### src/rtl/btn_ctrl.sv
// Pushbutton front end: 2-FF synchronizers, per-button debounce FSMs, press pulses,
// a debounced reset level and three press-to-toggle enables.
module btn_ctrl #(
    parameter int DEBOUNCE_CYCLES = 1000000
) (
    input  logic       btn_ctrl_clk,
    input  logic       btn_ctrl_rst_n,
    input  logic       btn_ctrl_btn_rst,
    input  logic       btn_ctrl_btn_hex,
    input  logic       btn_ctrl_btn_bcd,
    input  logic       btn_ctrl_btn_sel,
    output logic       btn_ctrl_rst_out,
    output logic       btn_ctrl_hex_en,
    output logic       btn_ctrl_bcd_en,
    output logic       btn_ctrl_sel,
    output logic [3:0] btn_ctrl_press
);
    localparam int               CNT_W    = $clog2(DEBOUNCE_CYCLES + 1);
    localparam int               NB       = 4;
    localparam logic [CNT_W-1:0] CNT_LAST = CNT_W'(DEBOUNCE_CYCLES - 1);
    localparam logic [CNT_W-1:0] CNT_ONE  = CNT_W'(1);

    typedef enum logic [1:0] {S_LO, W_HI, S_HI, W_LO} state_t;

    logic [NB-1:0] raw;
    logic [NB-1:0] sync1_q, sync1_d, sync2_q, sync2_d;
    logic [NB-1:0] press;
    logic [2:0]    tgl_q, tgl_d;

    // Bit order {sel, bcd, hex, rst} is shared by press pulses and synchronizers.
    assign raw = {btn_ctrl_btn_sel, btn_ctrl_btn_bcd, btn_ctrl_btn_hex, btn_ctrl_btn_rst};

    always_comb begin
        sync1_d = raw;
        sync2_d = sync1_q;
        tgl_d   = tgl_q ^ press[3:1];
    end

    always_ff @(posedge btn_ctrl_clk or negedge btn_ctrl_rst_n) begin
        if (!btn_ctrl_rst_n) begin
            sync1_q <= '0;
            sync2_q <= '0;
            tgl_q   <= '0;
        end else begin
            sync1_q <= sync1_d;
            sync2_q <= sync2_d;
            tgl_q   <= tgl_d;
        end
    end

    for (genvar i = 0; i < NB; i++) begin : g_btn
        state_t           state_q, state_d;
        logic [CNT_W-1:0] cnt_q, cnt_d;
        logic             prs_q, prs_d;
        logic             s;

        assign s = sync2_q[i];

        always_comb begin
            state_d = state_q;
            cnt_d   = cnt_q;
            prs_d   = 1'b0;
            case (state_q)
                S_LO: begin
                    if (s) begin
                        state_d = W_HI;
                        cnt_d   = CNT_ONE;
                    end else begin
                        cnt_d = '0;
                    end
                end
                W_HI: begin
                    if (!s) begin
                        state_d = S_LO;
                        cnt_d   = '0;
                    end else if (cnt_q == CNT_LAST) begin
                        state_d = S_HI;
                        cnt_d   = '0;
                        prs_d   = 1'b1;
                    end else begin
                        cnt_d = cnt_q + CNT_ONE;
                    end
                end
                S_HI: begin
                    if (!s) begin
                        state_d = W_LO;
                        cnt_d   = CNT_ONE;
                    end else begin
                        cnt_d = '0;
                    end
                end
                W_LO: begin
                    if (s) begin
                        state_d = S_HI;
                        cnt_d   = '0;
                    end else if (cnt_q == CNT_LAST) begin
                        state_d = S_LO;
                        cnt_d   = '0;
                    end else begin
                        cnt_d = cnt_q + CNT_ONE;
                    end
                end
                default: begin
                    state_d = S_LO;
                    cnt_d   = '0;
                end
            endcase
        end

        always_ff @(posedge btn_ctrl_clk or negedge btn_ctrl_rst_n) begin
            if (!btn_ctrl_rst_n) begin
                state_q <= S_LO;
                cnt_q   <= '0;
                prs_q   <= 1'b0;
            end else begin
                state_q <= state_d;
                cnt_q   <= cnt_d;
                prs_q   <= prs_d;
            end
        end

        assign press[i] = prs_q;

        // Only the reset button exports its debounced level; it is registered from the next state.
        if (i == 0) begin : g_lvl
            logic rst_out_q, rst_out_d;

            always_comb begin
                rst_out_d = (state_d == S_HI) || (state_d == W_LO);
            end

            always_ff @(posedge btn_ctrl_clk or negedge btn_ctrl_rst_n) begin
                if (!btn_ctrl_rst_n) begin
                    rst_out_q <= 1'b0;
                end else begin
                    rst_out_q <= rst_out_d;
                end
            end

            assign btn_ctrl_rst_out = rst_out_q;
        end
    end

    assign btn_ctrl_press  = press;
    assign btn_ctrl_hex_en = tgl_q[0];
    assign btn_ctrl_bcd_en = tgl_q[1];
    assign btn_ctrl_sel    = tgl_q[2];
endmodule

### config.mk
export PLATFORM = sky130hd
export DESIGN_NAME = btn_ctrl
export DESIGN_NICKNAME = d
export VERILOG_FILES = /design/src/rtl/btn_ctrl.sv
export SDC_FILE = /design/constraint.sdc
export NUM_CORES = 1
export LEC_CHECK = 0
export CAP_MARGIN = 10
export CORE_ASPECT_RATIO = 0.6
export CORE_UTILIZATION = 61
export DETAILED_ROUTE_END_ITERATION = 6
export PLACE_DENSITY = 0.79
export SLEW_MARGIN = 20
export SYNTH_ARGS = -nofsm -noshare
export SYNTH_HDL_FRONTEND = slang
export SYNTH_SLANG_ARGS = --single-unit
### constraint.sdc
create_clock -name btn_ctrl_clk -period 2.7 [get_ports btn_ctrl_clk]
set_input_delay 0.27 -clock btn_ctrl_clk [delete_from_list [all_inputs] [get_ports btn_ctrl_clk]]
set_output_delay 0.27 -clock btn_ctrl_clk [all_outputs]
set_load 0.01 [all_outputs]
==> impl_metrics.csv <==
group,metric,value,unit
status,status,"finished clean",
worst_setup_path,rrSetupSlack,0.47,ns
timing,worstMarginPinSlew,0.766,ns
place,hpwl,6030,µm
timing,fin_crit_sh,0.825,
clock_tree,cts-root-buf,"clkbuf_16",
clock_tree,cts_buffer_depth,2,
worst_setup_path,worstPathArrival,2.46,ns
floorplan,num_rows,24,
detailed_routing,drtIter0Drc,322,
finish,final_cells,604,
synthesis,yosysWarnings,0,
finish,layout_common_cells,"dfrtp_1 (104), nor2_1 (48), nand2_1 (31), xnor2_1 (30), nand3_1 (27)",
synthesis,syn-num-nets,492,
finish,fillers,521,
pwr,p_per_area,551,nW/µm²
timing,hold_violations,0,
detailed_routing,drc,0,
synthesis,syn_area_per_cell,10.2,µm²
floorplan,coreArea,7510,µm²
clock_tree,clkLatencyLatePin,0.34,ns
worst_setup_path,crit_path_end_kind,"flop",
detailed_routing,routed_via_density,5.86,
detailed_routing,vias,3541,
grt,grt_use_total,0.244,
pwr,cellLeakagePower,2.12,nW
grt,grt_pass1_vias,3423,
synthesis,ys_ff_latch,104,
worst_hold_path,hold_path_class,"flop to flop",
finish,drive_above_1_share,0.0740,
synthesis,synthCells,482,
grt,grt_max_degree,77,
worst_setup_path,cp_cell_sequence,"ha_1 -> nand2_1 -> or4_1 -> nor3_1 -> mux2_2",
synthesis,seq_area_frac_synth,0.531,
timing,setup_tns,0,ns
finish,fin_nets,506,
worst_setup_path,timing.rr.start,"g_btn[3].cnt_q[0]",
timing,fmaxAchievable,449,MHz
synthesis,yosys-top-cells-area,"dfrtp_1 (53%), xnor2_1 (5.4%), xor2_1 (4.1%), nor2_1 (3.7%), nand3_1 (2.8%)",
worst_setup_path,critPathLaunchType,"flop",
clock_tree,postCtsSetupBuffers,0,
detailed_routing,wl,9110,µm
detailed_routing,firstDrtPassIters,4,
floorplan,initial_utilization,0.653,
grt,grt_pass1_wl,16100,µm
clock_tree,cts_tree,"built",
timing,layout_min_cycle_time,2.23,ns
detailed_routing,drtAntennaViolNets,0,
clock_tree,cts_buffers,9,
detailed_routing,wl_per_cell,15.1,µm
floorplan,die_w,118,µm
worst_hold_path,hold_end,"sync2_q[0]",
place,gp_congestion,0.866,
floorplan,die_h,71.4,µm
synthesis,synth_top_area_share,0.531,
clock_tree,clk_pin_slew_worst_paths,0.06,ns
worst_setup_path,required,2.93,ns
place,io_buffers,13,
worst_setup_path,critPathSlowestCell,"or4_1",
place,dp_cells,588,
timing,rsz0062_at_grt,"no",
floorplan,fp.dieArea,8410,µm²
worst_hold_path,whs_path_depth,0,
worst_setup_path,critical_path_class,"flop to flop",
synthesis,synth_top_area_cell,"dfrtp_1",
worst_setup_path,worstPathMaxFanout,5,
clock_tree,htree_levels,3,
timing,finClkSkew,0.00361,ns
grt,antenna_found_initial,0,
synthesis,syn_area,4900,µm²
synthesis,async_reset_ff_frac,1.00,
finish,diodes,0,
worst_hold_path,hp-start,"sync1_q[0]",
worst_setup_path,r2r_cells,5,
timing,max_slew_margin,0.489,
synthesis,synth_edf_count,0,
job,drv_cap,0,
timing,finalSetupViolCount,0,
clock_tree,clock_sinks,104,
worst_setup_path,max_stage_delay,0.62,ns
timing,slew_viol_final,0,
pwr,peakVddDrop,0.306,mV
grt,grt_overflow,0,
synthesis,ys.flop_type,"dfrtp_1",
floorplan,ios,14,
finish,area_delta_synth_final,11.2,%
synthesis,ys_types,45,
finish,layout_commonest_cell,"dfrtp_1",
==> power by group <==
part / internal [mW] / switching, mW / leakage (nW)
Clock: 0.789 / 0.531 / 0.148
Sequential: 1.58 / 0.0148 / 1.42
Combinational: 0.0291 / 0.0653 / 0.559
Total: 2.39 / 0.611 / 2.12
==> how the worst max path moves through the flow <==
stage | from | endpoint | slack [ns] | depth (start not counted)
floorplan | g_btn[3].cnt_q[0] | flop | 0.71 | 5
global placement | g_btn[3].cnt_q[0] | flop | 0.65 | 5
detailed placement | g_btn[3].cnt_q[0] | flop | 0.53 | 5
CTS | g_btn[3].cnt_q[0] | flop | 0.50 | 5
global route | g_btn[3].cnt_q[0] | flop | 0.40 | 5
finish | g_btn[3].cnt_q[0] | flop | 0.47 | 5
==> cells by family after synthesis <==
| logic type | share of synthesized area |
|---|---|
| buffers and inverters | 0.0294 |
| DFF | 0.531 |
| AOI/OAI and AO/OA | 0.0766 |
| xor gates and xnor gates | 0.0947 |
| adders and majority gates | 0.0102 |
| muxes | 0.0115 |
| and+or+nand+nor | 0.247 |
==> cells in the mapped netlist (12+ instances only) <==
library cell	n
o21ai_0	20
or3_1	17
nor3_1	18
or4_1	12
nand2_1	31
a21oi_1	19
inv_1	16
nor4_1	12
nand4_1	16
xnor2_1	30
xor2_1	23
nand3_1	27
nor2_1	48
dfrtp_1	104
==> metrics by stage <==
step	util	area, µm²	hold slack, ns	setup WS, ns	power [mW]
global placement	0.684	5130	0.214	0.646	1.71
finish	0.726	5450	0.350	0.471	3.01
floorplan	-	4900	-0.0256	0.715	1.66
detailed placement	0.684	5130	0.215	0.532	1.71
CTS	0.726	5450	0.350	0.502	3.05
global route	0.726	5450	0.359	0.398	3.12
==> repair_timing <==
item,in CTS,in global routing
hold buffers,1,0
hold endpoints to repair,28,0
gates resized for setup,0,0
==> final cells by class <==
class / count / area (µm²) / share of cell area
well taps: 104 / 130 / 0.0239
clock inverters: 2 / 37.5 / 0.00689
flip-flops and latches: 104 / 2600 / 0.478
repair buffers: 20 / 195 / 0.0358
multi-input cells: 345 / 2150 / 0.395
inverters: 16 / 60.1 / 0.0110
clock buffers: 13 / 270 / 0.0496
==> sequential cells by signal, summed over array words and instances (netlist names), named ones only <==
name,count
btn_ctrl_rst_out,1
g_btn.cnt_q,80
g_btn.prs_q,4
g_btn.state_q,5
sync1_q,4
sync2_q,4
tgl_q,3
==> per-layer routing <==
| layer | global-route usage | vias up | routed length (µm) |
|---|---|---|---|
| met4 | 0.0598 | 0 | 131 |
| li1 | - | 1751 | - |
| met2 | 0.398 | 66 | 4300 |
| met1 | 0.324 | 1712 | 4320 |
| met5 | 0 | - | 0 |
| met3 | 0.0725 | 12 | 358 |
==> critical path, delay by kind of cell, from the launching register on <==
family / cells / cell delay [ns]
flops: 1 / 0.38
simple gates: 3 / 1.13
mux: 1 / 0.38
fa+ha+maj: 1 / 0.22
Power figures use the tool's default switching activity.
